$ cat config.mk
export PLATFORM = sky130hd
export DESIGN_NAME = pull_line_rx
export DESIGN_NICKNAME = d
export VERILOG_FILES = /design/src/rtl/pull_line_pkg.sv /design/src/rtl/line_sync.sv /design/src/rtl/pull_line_rx.sv
export SDC_FILE = /design/constraint.sdc
export NUM_CORES = 1
export LEC_CHECK = 0
export CAP_MARGIN = 20
export CORE_MARGIN = 1.5
export CORE_UTILIZATION = 30
export CTS_CLUSTER_SIZE = 28
export DETAILED_ROUTE_END_ITERATION = 6
export GPL_TIMING_DRIVEN = 0
export SETUP_SLACK_MARGIN = 0.5
export SYNTH_ARGS = -nofsm -noshare
export SYNTH_HDL_FRONTEND = slang
export SYNTH_HIERARCHICAL = 1
export SYNTH_SLANG_ARGS = --single-unit
export TNS_END_PERCENT = 100
$ cat constraint.sdc
create_clock -name clk -period 2.5 [get_ports clk]
set_input_delay 0.625 -clock clk [delete_from_list [all_inputs] [get_ports clk]]
set_output_delay 0.625 -clock clk [all_outputs]
set_load 0.02 [all_outputs]
$ cat src/rtl/pull_line_pkg.sv
// Shared definitions for the wired-OR pull line transmitter and receiver.
package pull_line_pkg;

  typedef enum logic [1:0] {
    IDLE,
    START,
    DATA,
    STOP
  } state_t;

  localparam logic IDLE_LEVEL  = 1'b0;
  localparam logic START_LEVEL = 1'b1;

endpackage

$ cat src/rtl/line_sync.sv
// Two-flop synchroniser for an asynchronous single-bit input.
module line_sync #(
  parameter logic RESET_VAL = 1'b0
) (
  input  logic clk,
  input  logic rst_n,
  input  logic d,
  output logic q
);

  logic meta;

  always_ff @(posedge clk or negedge rst_n) begin
    if (!rst_n) begin
      meta <= RESET_VAL;
      q    <= RESET_VAL;
    end else begin
      meta <= d;
      q    <= meta;
    end
  end

endmodule

$ cat src/rtl/pull_line_rx.sv
// Receiver for the wired-OR pull line: start detect, mid-bit sampling,
// valid/ready holding register with framing-error and overrun pulses.
module pull_line_rx
  import pull_line_pkg::*;
#(
  parameter int unsigned CLKS_PER_BIT = 16,
  parameter int unsigned DATA_BITS    = 8
) (
  input  logic                 clk,
  input  logic                 rst_n,
  input  logic                 line,
  output logic [DATA_BITS-1:0] rx_data,
  output logic                 rx_valid,
  input  logic                 rx_ready,
  output logic                 frame_err,
  output logic                 overrun,
  output logic                 busy
);

  localparam int unsigned TW = $clog2(CLKS_PER_BIT);
  localparam int unsigned CW = $clog2(DATA_BITS + 1);
  localparam logic [TW-1:0] HALF_LOAD = TW'(CLKS_PER_BIT / 2 - 1);
  localparam logic [TW-1:0] FULL_LOAD = TW'(CLKS_PER_BIT - 1);
  localparam logic [CW-1:0] LAST_BIT  = CW'(DATA_BITS - 1);

  logic line_s;

  line_sync #(.RESET_VAL(IDLE_LEVEL)) u_sync (
    .clk   (clk),
    .rst_n (rst_n),
    .d     (line),
    .q     (line_s)
  );

  state_t               state_q, state_d;
  logic [TW-1:0]        timer_q, timer_d;
  logic [CW-1:0]        cnt_q, cnt_d;
  logic [DATA_BITS-1:0] shreg_q, shreg_d;
  logic                 armed_q, armed_d;
  logic                 tick;
  logic                 good;
  logic                 bad;

  assign tick = (timer_q == '0);
  assign busy = (state_q != IDLE);

  always_ff @(posedge clk or negedge rst_n) begin
    if (!rst_n) begin
      state_q <= IDLE;
      timer_q <= '0;
      cnt_q   <= '0;
      shreg_q <= '0;
      armed_q <= 1'b0;
    end else begin
      state_q <= state_d;
      timer_q <= timer_d;
      cnt_q   <= cnt_d;
      shreg_q <= shreg_d;
      armed_q <= armed_d;
    end
  end

  // armed_q records that the line has been seen idle since the last framing
  // error, so a line stuck at the start level cannot retrigger reception.
  always_comb begin
    state_d = state_q;
    timer_d = timer_q;
    cnt_d   = cnt_q;
    shreg_d = shreg_q;
    armed_d = armed_q | (line_s == IDLE_LEVEL);
    good    = 1'b0;
    bad     = 1'b0;

    if (state_q != IDLE && !tick) begin
      timer_d = timer_q - 1'b1;
    end

    unique case (state_q)
      IDLE: begin
        if (armed_q && line_s == START_LEVEL) begin
          state_d = START;
          timer_d = HALF_LOAD;
          cnt_d   = '0;
        end
      end
      START: begin
        if (tick) begin
          if (line_s == START_LEVEL) begin
            state_d = DATA;
            timer_d = FULL_LOAD;
          end else begin
            state_d = IDLE;
          end
        end
      end
      DATA: begin
        if (tick) begin
          shreg_d = {line_s, shreg_q[DATA_BITS-1:1]};
          timer_d = FULL_LOAD;
          if (cnt_q == LAST_BIT) begin
            state_d = STOP;
          end else begin
            cnt_d = cnt_q + 1'b1;
          end
        end
      end
      STOP: begin
        if (tick) begin
          state_d = IDLE;
          if (line_s == IDLE_LEVEL) begin
            good = 1'b1;
          end else begin
            bad     = 1'b1;
            armed_d = 1'b0;
          end
        end
      end
      default: state_d = IDLE;
    endcase
  end

  always_ff @(posedge clk or negedge rst_n) begin
    if (!rst_n) begin
      rx_data   <= '0;
      rx_valid  <= 1'b0;
      frame_err <= 1'b0;
      overrun   <= 1'b0;
    end else begin
      frame_err <= bad;
      overrun   <= good && rx_valid && !rx_ready;
      if (good && (!rx_valid || rx_ready)) begin
        rx_data  <= shreg_q;
        rx_valid <= 1'b1;
      end else if (rx_valid && rx_ready) begin
        rx_valid <= 1'b0;
      end
    end
  end

endmodule
# Word-level counts from Yosys, hierarchy flattened
# Index checks and enable logic that the tools add are counted.
[classes] n_addsub=2 n_eq_ne=10 muxes=28 bitwise=2 n_reduce_logical=18
[ops] operator="2-to-1 mux 4 bit" n=8
[ops] operator="2-to-1 mux 2 bit" n=6
[ops] operator="inequality test 2 bit (second input constant)" n=6
[ops] operator="case mux 4 bit (3 select lines)" n=1
[ops] operator="2-to-1 mux 1 bit" n=11
[ops] operator="case mux 2 bit (4 select lines)" n=1
[ops] operator="case mux 4 bit (2 select lines)" n=1
[ops] operator="logical AND 1 bit" n=6
[ops] operator="nonzero test 2 bit" n=3
[ops] operator="AND reduction 5 bit" n=1
[ops] operator="adder 4 x 1 -> 4 bit (second input constant)" n=1
[ops] operator="== test 2 bit (second input constant)" n=2
[ops] operator="== test 4 x 3 -> 1 bit (second input constant)" n=1
[ops] operator="logical NOT 4 bit" n=1
[ops] operator="AND reduction 4 bit" n=1
[ops] operator="subtractor 4 x 1 -> 4 bit (second input constant)" n=1
[ops] operator="logical NOT 1 bit" n=3
[ops] operator="== test 2 x 1 -> 1 bit (second input constant)" n=1
[ops] operator="logical NOT 2 bit" n=1
[ops] operator="AND reduction 2 bit" n=1
[ops] operator="logical OR 1 bit" n=1
[ops] operator="inverter 1 bit" n=1
[ops] operator="bitwise OR 1 bit" n=1
[word_totals] ff_bits=32 input_bits=4 out_inout_bits=12 wordCells=71

# Longest topological paths before layout
[logic_depth] depth_word=7 depth_mapped=6 mapped_depth_nobuf=5

# Modules after synthesis
# Netlist, hierarchy kept.
[by_module_without_submodules] module="pull_line_rx" n_inst=1 cells_each=113 area_each_um2=1366.3 seq_area_each_um2=750.7
[by_module_without_submodules] module="line_sync" n_inst=1 cells_each=2 area_each_um2=50.0 seq_area_each_um2=50.0

# Least setup slack after synthesis
# No wires, ideal clock.
[synth_timing] kind="register -> register" startpoint="reg timer_q[0]" endpoint="reg shreg_q[0]" setup_time_ns=0.125 arrival_ns=1.463 required_ns=2.375 setup_slack_ns=0.912 path_stages_with_launch=7 n_path_buf=1 synth_period_minus_slack_ns=1.588 path_cell_list="dfrtp_1 > inv_1 > ha_1 > and4bb_1 > buf_4 > nand2_2 > mux2_2"
[synth_via] elab_chain_len=2
[synth_rtl] item="start: declaration" line="pull_line_rx.sv:36" text="logic [TW-1:0] timer_q, timer_d;"
[synth_rtl] item="start signal: assignment" line="pull_line_rx.sv:56" text="timer_q <= timer_d;"
[synth_rtl] item="logical NOT 4 bit" line="pull_line_rx.sv:44" text="assign tick = (timer_q == '0);"
[synth_rtl] item="AND reduction 2 bit (no source line)"
[synth_rtl] item="end signal: assignment" line="pull_line_rx.sv:58" text="shreg_q <= shreg_d;"
[synth_rtl] item="end: declaration" line="pull_line_rx.sv:38" text="logic [DATA_BITS-1:0] shreg_q, shreg_d;"
# Every way passes these cells.
# A chain may end at the register's enable or synchronous reset.

# Worst setup path after layout
[layout_timing] startpoint="reg rx_valid" endpoint="out rx_valid"
[layout_lines] item="start: declaration" line="pull_line_rx.sv:13" text="output logic rx_valid,"
[layout_lines] item="start signal: assignment" line="pull_line_rx.sv:125" text="rx_valid <= 1'b0;"
[layout_lines] item="start signal: assignment" line="pull_line_rx.sv:133" text="rx_valid <= 1'b1;"
[layout_lines] item="start signal: assignment" line="pull_line_rx.sv:135" text="rx_valid <= 1'b0;"
# No word-level cell between the ends.

==> results.cfg <==
[outcome]
status = finished, final reports clean

[global_route]
overflow = 0
grt_pass1_wl_mm = 4.67
grt_pass1_vias = 983
track_usage_pct = 12.0
antenna_found_initial = 0
grt_max_degree = 33

[route]
via_count = 984
ant_nets = 0
vias_per_cell = 5.15
drc_errors = 0
dr.pass1.iters = 6
wire_per_inst_um = 13.7
wirelength_mm = 2.62
drt_iter0_markers = 50

[synthesis]
netlist_instances = 115
synth_area_leaders = dfrtp_1 57%, mux2_2 14%, o21ai_0 2.5%
yosysSeqAreaShare_pct = 56.5
yosys.area.top_type_share_pct = 56.5
ys_ff_latch = 32
yosysUniqueCellTypes = 33
syn_area_per_cell_sq_um = 12.3
async_flop_share_pct = 100
syn-cell-area_sq_um = 1420
synth-edff-count = 0
synth_commonest_cells = 32 x dfrtp_1, 17 x mux2_2, 7 x nor2_1, 7 x o21ai_0, 5 x nand2_1
synth_top_cell_by_area = dfrtp_1
yosysMostFrequentCell = dfrtp_1
yosys_warnings = 6
syn_nets = 121
ys.flop_type = dfrtp_1

[cts]
htreeDepth = 2
clk_path_buf_depth = 2
clock_latency_ns = 0.28
tritoncts = done
cts.reportedPaths.clkPinSlew_ns = 0.06
cts_hold_buf = 0
cts_root_buffer = clkbuf_8
cts_buffers = 5
clock_sinks = 32

[hold_path]
min_path_type = flip-flop to flip-flop
min_to = u_sync/q
min_path_cells = 0
hold_path_startpoint = u_sync/meta

[power]
combPwrFrac_pct = 28.3
swShare_pct = 32.5
seqPwrFrac_pct = 47.0
finalPower_mw = 1.45
p_leak_nw = 0.783
p_int_mw = 0.982
ir_drop_mv = 0.301
switchingPower_mw = 0.473
p_clk_share_pct = 24.7
power_density_nw_per_um2 = 843

[setup_path]
cp_top_family = buffers and inverters
worstRegToRegCells = 6
reg2reg_to = shreg_q[3]
critPathCaptureType = output port
cp_slowest_stage_delay_ns = 0.61
start_kind = flip-flop
r2r_start = timer_q[0]
r2r_setup_slack_ns = 0.74
slowest_stage = clkdlybuf4s50_1
critical_path_class = flip-flop to output port
critical_path_required_ns = 1.88
cp.arrival_ns = 1.24
crit_chain = clkdlybuf4s50_1
path_buf_inv = 1
worstPathMaxFanout = 2

[timing]
finalSetupViolations = 0
finalHoldViolations = 0
fin_skew_ns = 0.00478
fmax_mhz = 535
slew_headroom_pct = 53.7
fin_crit_sh_pct = 74.7
tns_ns = 0
worstMarginPinSlew_ns = 0.695
min_period_ns = 1.87
rsz0062_at_grt = false
timing.hold.ws_ns = 0.348
slew_viol_final = 0

[finish]
final-seq-area_sq_um = 801
finalInstanceArea_sq_um = 1720
layout-drive-gt1-share_pct = 25.2
num_antenna_cells = 0
utilization_pct = 38.8
syn2layout_area_growth_pct = 21.7
fillers = 453
nets = 145
multiInputGateArea_sq_um = 592

[die]
core-area_sq_um = 4440
dieArea_sq_um = 5140
die_h_um = 71.7
num_rows = 24
pin_count = 16
die_width_um = 71.7
start_util_pct = 31.9

[placement]
placed_area_sq_um = 1630
place.gp.congestion = 0.765
dp_hpwl_mm = 1.83
numPortBuffers = 15

[flow_run]
maxCapViolCount = 0
-- worst max-delay path by stage --
stage	depth (start not counted)	start	slack, ns	to
5_1_grt	5	timer_q[0]	0.56	shreg_q[6]
4_1_cts	4	state_q[0]	0.53	busy
3_5_place_dp	4	state_q[0]	0.36	busy
2_1_floorplan	6	timer_q[0]	0.91	shreg_q[0]
6_report	1	rx_valid	0.63	rx_valid
3_3_place_gp	1	rst_n	0.20	shreg_q[0]
-- routing by layer --
metal | routed length (um) | global-route usage (%) | part of all wire (%)
met1 | 1200 | 14.8 | 46
met2 | 1240 | 18.2 | 47
met3 | 92 | 3.38 | 3.5
met4 | 84 | 8.18 | 3.2
met5 | 0 | 0 | 0
-- repair_timing --
action	CTS	global route
endpoints found under the setup margin	1	1
gates resized for setup	6	1
setup buffers	0	2
pin swaps	0	1
-- stage by stage --
| step | cells | setup WS (ns) |
|---|---|---|
| final | 191 | 0.632 |
| after CTS | 189 | 0.532 |
| after global routing | 191 | 0.562 |
| after floorplan | 115 | 0.912 |
| after global placement | 182 | 0.203 |
| after detailed placement | 182 | 0.363 |
-- worst reg2reg max path, cell delays in order (launching register included) --
cell and delay [ns]:
dfrtp_1 0.40, inv_1 0.06, ha_1 0.26, and4bb_1 0.22, buf_4 0.16, nand2_2 0.19
mux2_2 0.36
-- flip-flops by register name (all words and copies together), names as in the netlist, named ones only --
register,count
overrun,1
u_sync/q,1
shreg_q,8
rx_valid,1
rx_data,8
frame_err,1
timer_q,4
state_q,1
u_sync/meta,1
armed_q,1
cnt_q,4
-- final cells by class --
cell class              count  area share (%)
clock buffers               6            4.21
flip-flops and latches     32            46.4
plain buffers               2           0.871
inverters                   5            1.09
multi-input cells          76            34.3
clock inverters             1           0.290
repair buffers             17            9.00
well taps                  52            3.77
-- cells in the final DEF, fill, tap and decap left out, types with 2 or more instances in the layout --
master            n
clkdlybuf4s50_1  13
ha_1              2
clkbuf_8          5
buf_2             2
mux2_2           17
inv_1             4
nor2_1            6
dfrtp_1          32
o21ai_0           7
nand2_1           5
nand4_1           3
nor2b_1           3
and3_1            2
nand3_1           2
o211ai_1          3
or3_1             4
nand3b_1          2
a31oi_1           4
buf_4             4
-- power groups by stage --
stage          logic [mW]  clock network [mW]  registers, mW
2_1_floorplan       0.289                   0          0.670
3_3_place_gp        0.377                   0          0.679
3_5_place_dp        0.395                   0          0.687
4_1_cts             0.403               0.381          0.681
5_1_grt             0.474               0.405          0.697
6_report            0.412               0.360          0.683
-- cells by family after synthesis --
kind of cell / count (synthesis) / share of synthesized area, %
simple gates: 39 / 18.0
flops: 32 / 56.5
compound gates: 18 / 7.95
mux: 17 / 13.5
buf+inv: 7 / 2.21
fa+ha+maj: 2 / 1.77
No activity file was read; power rests on OpenSTA's default activity.
